==> src/rtl/riscv_pkg.sv <==
// Shared RV32I constants for the program encoder and the control/ALU decoders:
// symbolic instruction kinds, ALUControl codes, opcodes and funct fields.
package riscv_pkg;

    localparam logic [2:0] KIND_R    = 3'd0;
    localparam logic [2:0] KIND_IALU = 3'd1;
    localparam logic [2:0] KIND_LW   = 3'd2;
    localparam logic [2:0] KIND_SW   = 3'd3;
    localparam logic [2:0] KIND_BEQ  = 3'd4;
    localparam logic [2:0] KIND_JAL  = 3'd5;

    localparam logic [2:0] ALU_ADD = 3'b000;
    localparam logic [2:0] ALU_SUB = 3'b001;
    localparam logic [2:0] ALU_AND = 3'b010;
    localparam logic [2:0] ALU_OR  = 3'b011;
    localparam logic [2:0] ALU_SLT = 3'b101;

    localparam logic [6:0] OP_R    = 7'b0110011;
    localparam logic [6:0] OP_IALU = 7'b0010011;
    localparam logic [6:0] OP_LW   = 7'b0000011;
    localparam logic [6:0] OP_SW   = 7'b0100011;
    localparam logic [6:0] OP_BEQ  = 7'b1100011;
    localparam logic [6:0] OP_JAL  = 7'b1101111;

    localparam logic [2:0] F3_ADD_SUB = 3'b000;
    localparam logic [2:0] F3_SLT     = 3'b010;
    localparam logic [2:0] F3_OR      = 3'b110;
    localparam logic [2:0] F3_AND     = 3'b111;
    localparam logic [2:0] F3_WORD    = 3'b010;
    localparam logic [2:0] F3_BEQ     = 3'b000;

    localparam logic [6:0] F7_ZERO = 7'b0000000;
    localparam logic [6:0] F7_SUB  = 7'b0100000;

    typedef enum logic [1:0] {
        ST_IDLE = 2'd0,
        ST_LOAD = 2'd1,
        ST_DONE = 2'd2
    } enc_state_e;

endpackage

==> src/rtl/instr_pack.sv <==
// Combinational packer: one symbolic instruction in, its RV32I word and an
// illegal flag out. Unused fields of each format stay zero.
module instr_pack
    import riscv_pkg::*;
(
    input  logic [2:0]  i_kind,
    input  logic [2:0]  i_alu,
    input  logic [4:0]  i_rd,
    input  logic [4:0]  i_rs1,
    input  logic [4:0]  i_rs2,
    input  logic [20:0] i_imm,
    output logic [31:0] o_word,
    output logic        o_illegal
);

    logic [2:0] w_f3;
    logic       w_alu_ok;
    logic       w_fit12;
    logic       w_fit13;
    logic       w_even;

    // Signed range tests: all bits above the field's sign bit must match it.
    assign w_fit12 = (&i_imm[20:11]) | ~(|i_imm[20:11]);
    assign w_fit13 = (&i_imm[20:12]) | ~(|i_imm[20:12]);
    assign w_even  = ~i_imm[0];

    // ALUControl code to funct3, flagging codes with no encoding.
    always_comb begin
        w_f3     = F3_ADD_SUB;
        w_alu_ok = 1'b1;
        case (i_alu)
            ALU_ADD: w_f3 = F3_ADD_SUB;
            ALU_SUB: w_f3 = F3_ADD_SUB;
            ALU_AND: w_f3 = F3_AND;
            ALU_OR:  w_f3 = F3_OR;
            ALU_SLT: w_f3 = F3_SLT;
            default: w_alu_ok = 1'b0;
        endcase
    end

    // Field packing and legality per instruction kind.
    always_comb begin
        o_word    = 32'd0;
        o_illegal = 1'b0;
        case (i_kind)
            KIND_R: begin
                o_word    = {(i_alu == ALU_SUB) ? F7_SUB : F7_ZERO,
                             i_rs2, i_rs1, w_f3, i_rd, OP_R};
                o_illegal = ~w_alu_ok;
            end
            KIND_IALU: begin
                o_word    = {i_imm[11:0], i_rs1, w_f3, i_rd, OP_IALU};
                o_illegal = ~w_alu_ok | (i_alu == ALU_SUB) | ~w_fit12;
            end
            KIND_LW: begin
                o_word    = {i_imm[11:0], i_rs1, F3_WORD, i_rd, OP_LW};
                o_illegal = ~w_fit12;
            end
            KIND_SW: begin
                o_word    = {i_imm[11:5], i_rs2, i_rs1, F3_WORD, i_imm[4:0], OP_SW};
                o_illegal = ~w_fit12;
            end
            KIND_BEQ: begin
                o_word    = {i_imm[12], i_imm[10:5], i_rs2, i_rs1, F3_BEQ,
                             i_imm[4:1], i_imm[11], OP_BEQ};
                o_illegal = ~w_fit13 | ~w_even;
            end
            KIND_JAL: begin
                // 21-bit input already spans the full JAL range; only alignment can fail.
                o_word    = {i_imm[20], i_imm[10:1], i_imm[11], i_imm[19:12], i_rd, OP_JAL};
                o_illegal = ~w_even;
            end
            default: begin
                o_word    = 32'd0;
                o_illegal = 1'b1;
            end
        endcase
    end

endmodule

==> src/rtl/prog_encoder.sv <==
// Program-stream encoder: accepts symbolic instruction beats while loading and
// writes their RV32I encodings to consecutive instruction-memory words.
module prog_encoder
    import riscv_pkg::*;
#(
    parameter int AW = 6
) (
    input  logic          clk,
    input  logic          reset_n,
    input  logic          start,
    input  logic          in_valid,
    output logic          in_ready,
    input  logic [2:0]    in_kind,
    input  logic [2:0]    in_alu,
    input  logic [4:0]    in_rd,
    input  logic [4:0]    in_rs1,
    input  logic [4:0]    in_rs2,
    input  logic [20:0]   in_imm,
    input  logic          in_last,
    output logic          imem_we,
    output logic [AW-1:0] imem_addr,
    output logic [31:0]   imem_wdata,
    output logic          err,
    output logic          busy,
    output logic          done,
    output logic [AW:0]   count
);

    localparam logic [AW:0] LAST_IDX = (AW+1)'((1 << AW) - 1);
    localparam logic [AW:0] ONE      = (AW+1)'(1);

    enc_state_e    r_state;
    logic [AW:0]   r_count;
    logic          r_we;
    logic          r_err;
    logic [AW-1:0] r_addr;
    logic [31:0]   r_wdata;

    logic [31:0]   w_word;
    logic          w_illegal;

    instr_pack u_pack (
        .i_kind    (in_kind),
        .i_alu     (in_alu),
        .i_rd      (in_rd),
        .i_rs1     (in_rs1),
        .i_rs2     (in_rs2),
        .i_imm     (in_imm),
        .o_word    (w_word),
        .o_illegal (w_illegal)
    );

    // Load FSM, word counter and the registered memory-write/err outputs.
    always_ff @(posedge clk) begin
        if (!reset_n) begin
            r_state <= ST_IDLE;
            r_count <= {(AW+1){1'b0}};
            r_we    <= 1'b0;
            r_err   <= 1'b0;
            r_addr  <= {AW{1'b0}};
            r_wdata <= 32'd0;
        end else begin
            r_we  <= 1'b0;
            r_err <= 1'b0;
            case (r_state)
                ST_IDLE, ST_DONE: begin
                    if (start) begin
                        r_state <= ST_LOAD;
                        r_count <= {(AW+1){1'b0}};
                    end
                end
                ST_LOAD: begin
                    if (in_valid) begin
                        if (w_illegal) begin
                            r_err <= 1'b1;
                        end else begin
                            r_we    <= 1'b1;
                            r_addr  <= r_count[AW-1:0];
                            r_wdata <= w_word;
                            r_count <= r_count + ONE;
                        end
                        // A rejected last beat still closes the program.
                        if (in_last || (!w_illegal && (r_count == LAST_IDX))) begin
                            r_state <= ST_DONE;
                        end
                    end
                end
                default: r_state <= ST_IDLE;
            endcase
        end
    end

    assign in_ready   = (r_state == ST_LOAD);
    assign busy       = (r_state == ST_LOAD);
    assign done       = (r_state == ST_DONE);
    assign count      = r_count;
    assign imem_we    = r_we;
    assign imem_addr  = r_addr;
    assign imem_wdata = r_wdata;
    assign err        = r_err;

endmodule
==> config.mk <==
export PLATFORM = sky130hd
export DESIGN_NAME = prog_encoder
export DESIGN_NICKNAME = d
export VERILOG_FILES = /design/src/rtl/riscv_pkg.sv /design/src/rtl/instr_pack.sv /design/src/rtl/prog_encoder.sv
export SDC_FILE = /design/constraint.sdc
export NUM_CORES = 1
export LEC_CHECK = 0
export ABC_AREA = 1
export CAP_MARGIN = 10
export CORE_ASPECT_RATIO = 0.8
export CORE_MARGIN = 2
export CORE_UTILIZATION = 28
export DETAILED_ROUTE_END_ITERATION = 10
export SYNTH_ARGS = -nofsm -noshare
export SYNTH_HDL_FRONTEND = slang
export SYNTH_SLANG_ARGS = --single-unit
==> constraint.sdc <==
create_clock -name clk -period 3.7 [get_ports clk]
set_input_delay 0.555 -clock clk [delete_from_list [all_inputs] [get_ports clk]]
set_output_delay 0.555 -clock clk [all_outputs]
set_load 0.02 [all_outputs]
==> After elaboration in Yosys (flattened, before gate mapping) <==
Index checks and enable logic that the tools add are counted.
Widths: inputs -> output; s select.
{ "word_totals": {"register_bits": 49, "latch_bits": 0, "ramBits": 0, "rom_bits": 0, "inputBits": 47, "output_inout_bits": 50, "n_memories": 0} }
{ "op_classes": {"addsub": 1, "n_mul": 0, "div_mod_pow": 0, "magnitude_cmp": 0, "n_eq_ne": 16, "shift": 0, "muxes": 15, "bitwise": 11, "n_reduce_logical": 18} }
{ "op_table": {"columns": ["op", "n"], "rows": [
  ["$pmux 32 s6", 1],
  ["$mux 7", 3],
  ["$pmux 7 s2", 1],
  ["$eq 3x2->1 const B", 4],
  ["$reduce_and 10->1", 1],
  ["$reduce_or 10->1", 1],
  ["$eq 3x3->1 const B", 3],
  ["$pmux 3 s3", 1],
  ["$reduce_and 3->1", 3],
  ["$reduce_and 9->1", 1],
  ["$reduce_or 9->1", 1],
  ["$add 7x1->7 const B", 1],
  ["$eq 7x6->1 const B", 1],
  ["$eq 3x1->1 const B", 2],
  ["$logic_not 3->1", 2],
  ["$mux 2", 3],
  ["$mux 6", 1],
  ["$ne 2x2->1 const B", 3],
  ["$not 1->1", 6],
  ["$or 1x1->1", 5],
  ["$pmux 1 s5", 1],
  ["$reduce_or 5->1", 1],
  ["$pmux 2 s2", 1],
  ["$reduce_and 4->1", 1],
  ["other kinds (10)", 13]
]} }

==> Longest topological paths before layout <==
{ "logic_depth": {"word_depth": 13, "mapped_depth": 12, "ltp_nobuf": 12} }

==> By module <==
A second synthesis with hierarchy kept.
{ "hier_totals": {"cells_unflattened": 362, "area_unflattened_um2": 2442.3} }
{ "modules_own_cells": {"columns": ["module", "instances", "cells_each", "area_each_um2", "seq_area_each_um2"], "rows": [
  ["prog_encoder", 1, 244, 1879.3, 980.9],
  ["instr_pack", 1, 118, 563.0, 0.0]
]} }

==> Worst setup path before layout <==
OpenSTA, ideal clock, no wires.
{ "synth_path": {"path_kind": "input to register", "startpoint": "input in_kind[0]", "endpoint": "register r_wdata[1], in the netlist imem_wdata[1]", "setup_time_ns": 0.115, "t_arrival_ns": 1.631, "slack_ns": 1.954, "path_stages": 10, "cell_sequence": "nor2_4 -> inv_1 -> nor2_1 -> nand2_1 -> nor2_1 -> nor2_4 -> nand3_4 -> inv_2 -> buf_6 -> o21a_1"} }
{ "synth_between": {"elab_chain_cells": 5, "elab_cells_between_ends": 11} }
{ "synth_lines": {"columns": ["element", "line", "text"], "rows": [
  ["start, declared", "prog_encoder.sv:13", "input logic [2:0] in_kind,"],
  ["$eq 3x2->1", "instr_pack.sv:45", "case (i_kind)"],
  ["$reduce_or 2->1 (no source line)", null, null],
  ["$pmux 1 s5", "instr_pack.sv:45", null],
  ["$not 1->1 (no source line)", null, null],
  ["$reduce_and 3->1 (no source line)", null, null],
  ["end signal, assigned", "prog_encoder.sv:79", "r_wdata <= w_word;"],
  ["end, declared", "prog_encoder.sv:37", "logic [31:0] r_wdata;"]
]} }
Parallel ways exist; a longest one is shown, timed or not.
A chain may end at the register's enable or synchronous reset.

==> Worst setup path in the final report <==
{ "layout_path": {"startpoint": "input in_kind[2]", "endpoint": "register r_wdata[3], in the netlist imem_wdata[3]"} }
Same word-level chain as after synthesis.

==> implementation parameters <==
Parameter                              Value

Placed design
  Final Wtd Congestion    0.893
  Final HPWL DP    roughly 5500 um
  Total of buffers placed on input and output ports    96

Global routing
  Number of antenna violations at the first check in global routing    0
  Via count of the first global-routing pass    2446
  Aggregate global-route resource usage    16.0%
  GRT overflow    0
  Largest net degree at the start of global routing    36
  First-pass GRT wire length    about 12000 um

Timing
  Setup-violating endpoint count in the final report    0
  Total count of max-transition violations in the final report    0
  Max Freq    between 0.3 and 0.4 GHz
  Number of failing hold endpoints at the final stage    0
  RSZ-0062 raised after global routing    false
  Final setup skew    about 0.008 ns
  Worst relative slew slack    ~62%
  Transition time at the pin with the least slew margin    about 0.57 ns
  Post-route clock period utilization    between 60 and 70%
  Final sum of negative setup slack    0 ns
  Final worst hold slack    0.467 ns
  Shortest period the worst path allows    around 2.6 ns

Floorplan
  Starting Density    around 29%
  Core ar.    between 0.008 and 0.009 mm^2
  Cell row count    30
  Chip width    108 um
  Die span in y    around 87 um
  Number of primary I/O pins    97
  Total die area    0.00940 mm^2

Worst hold path
  Worst min-delay path category    reg2reg

Detailed routing
  Vias    about 2600
  Post-route DRC violation count    0
  Iteration-0 DRC count of the detailed router    around 130
  Via density per instance    4.52
  Avg WL per Cell    12.6 um
  Routed wire length    roughly 7300 um
  Initial DRT Pass Iterations    4
  Count of antenna-violating nets left after detailed routing    0

Synth
  Area of the mapped netlist    0.00242 mm^2
  Number of flip-flops and latches in the synthesized netlist    47
  Post-synth ARST share    0%
  Primary FF master, synth    dfxtp_1
  Net count after synthesis    423
  Number of warnings reported in the yosys synthesis log    0
  Number of flops mapped to enable cells by yosys    0
  Average size of a mapped cell    6.45 um^2
  Share of the yosys chip area belonging to registers    about two fifths
  Cell variety after synth    29
  Gate Count Post-Synth    about 380

Clocking
  PostCTS Resize Cnt    0
  Clock tree from TritonCTS    yes
  Total clock sinks    47
  Number of buffers inserted during clock tree synthesis    5
  Root buffer cell    clkbuf_8
  H-Tree Level Count    2
  Count of buffers added by post-CTS timing repair for setup    0
  Clock slew seen by the registers of the worst setup and hold paths    around 0.090 ns
  Worst-case clock buffer depth    2
  Number of buffers inserted by hold repair at cts    0
  Clock latency on the worst-skew pair    between 0.3 and 0.4 ns

Finish
  P&R area growth vs syn    47.9%
  Area of the multi-input gates    roughly 0.0013 mm^2
  Fraction of layout cells with a size suffix above 1    roughly 4.1%
  Net total in the final layout    approximately 510
  Filler cell count    roughly 890
  N_diodes    0
  Post-layout util    a little over two fifths
  Footprint of the flip-flops and latches    941 um^2

Power and ir drop
  Power per standard cell area    about 330 mW/mm^2
  VDD IR max    about 0.16 mV
  Pwr Total    roughly 0.0012 W
  Lkg Pwr    1.42 nW

Setup path
  Critical path launch point type    primary input
  Worst-path fanout max    33
  Critical path data required time    slightly below 4 ns
  Critical path, cell by cell    clkdlybuf4s50_1 > inv_2 > nand2_2 > nor2_1 > nor2_1 > nand2_1 > nor2_4 > nand3_4 > inv_2 > nand2_1 > a21oi_1
  Capturing element type of the critical path    flop
  Reg-to-reg slack, setup    between 1.5 and 2 ns
  CP peak stage delay    0.58 ns
  Worst Setup Path Type    in2reg
  Worst Path Arrival    2.81 ns
  Critical-path cell with the highest stage delay    clkdlybuf4s50_1

Outcome
  Run status    completed

Flow run
  Max-cap violations    0
[power by group]
group | internal, W | total [W] | switching (W)
sequential | 0.000516 | 0.000526 | 0.00000956
clock | 0.000270 | 0.000448 | 0.000178
combinational | 0.0000984 | 0.000222 | 0.000123
[flip-flops by register name (all words and copies together) (netlist names)]
signal	flops
count	7
err	1
imem_addr	6
imem_wdata	30
imem_we	1
r_state	2
[logic make-up after synthesis]
kind of cell,Yosys count,synth area share (%)
simple gates,212,36.5
fa+ha+maj,1,0.518
compound gates,62,13.5
buf+inv,49,9.16
flops,47,38.9
xor+xnor,4,1.45
[layer usage]
metal  part of all wire [%]  vias to the layer above  GRT usage, %
met5                      0                        -             0
met3                    6.1                        8          3.74
li1                       -                     1375             -
met1                     48                     1167          22.2
met4                    1.6                        0          4.78
met2                     45                       68          24.6
[worst max-delay path, delay by kind of cell]
family	cells	cell delay, ns
buffers and inverters	3	1.20
AOI/OAI and AO/OA	1	0.16
and+or+nand+nor	7	0.88
[Yosys cell counts (2+ instances only)]
cell type  instances  area, um^2
nand3_1           22         110
nand3b_1           2        15.0
xor2_1             3        26.3
nand4_1            2        12.5
nor2_4             2        22.5
nor3_1             3        15.0
buf_2              3        15.0
nand2_1          138         518
buf_6              3        33.8
o211ai_1           3        22.5
inv_2              3        11.3
nor2_1            38         143
dfxtp_1           47         941
inv_1             32         120
clkbuf_1           5        18.8
o21ai_0           16        80.1
a21oi_1           39         195
buf_4              3        22.5
[path summary, 6_finish.rpt]
check,to,cells past startpoint,start
hold / removal,imem_addr[0],2,imem_addr[0]
setup / recovery,imem_wdata[3],11,in_kind[2]
hold reg to reg,imem_addr[0],2,imem_addr[0]
setup reg to reg,imem_wdata[3],8,r_state[0]
[layout by cell type, fill, tap and decap left out, drive strengths merged]
cell type      count
nand4              2
xnor2              1
bufinv             2
a21oi             39
nor2              41
inv               35
nor3               3
buf                2
o21ai             17
o211ai             3
nand3b             2
o22ai              1
clkbuf             6
xor2               3
nand2            139
nand3             24
ha                 1
o221ai             1
or2                1
dfxtp             47
clkdlybuf4s50     96
o21a               1
[metrics by stage]
stage	cells	setup slack, ns	instance area [um^2]
2_1_floorplan	375	1.95	2420
3_3_place_gp	571	0.889	3440
3_5_place_dp	571	0.823	3440
4_1_cts	579	1.14	3580
5_1_grt	579	0.895	3580
6_report	579	1.12	3580
[final cells by class]
| type | count | share of cell area, % |
|---|---|---|
| clock inverters | 2 | 1.68 |
| inverters | 35 | 3.67 |
| well taps | 112 | 3.92 |
| flip-flops and latches | 47 | 26.3 |
| repair buffers | 98 | 27.3 |
| multi-input cells | 279 | 35.1 |
| clock buffers | 6 | 2.03 |
Note: power is estimated with default switching activity, not from simulation.
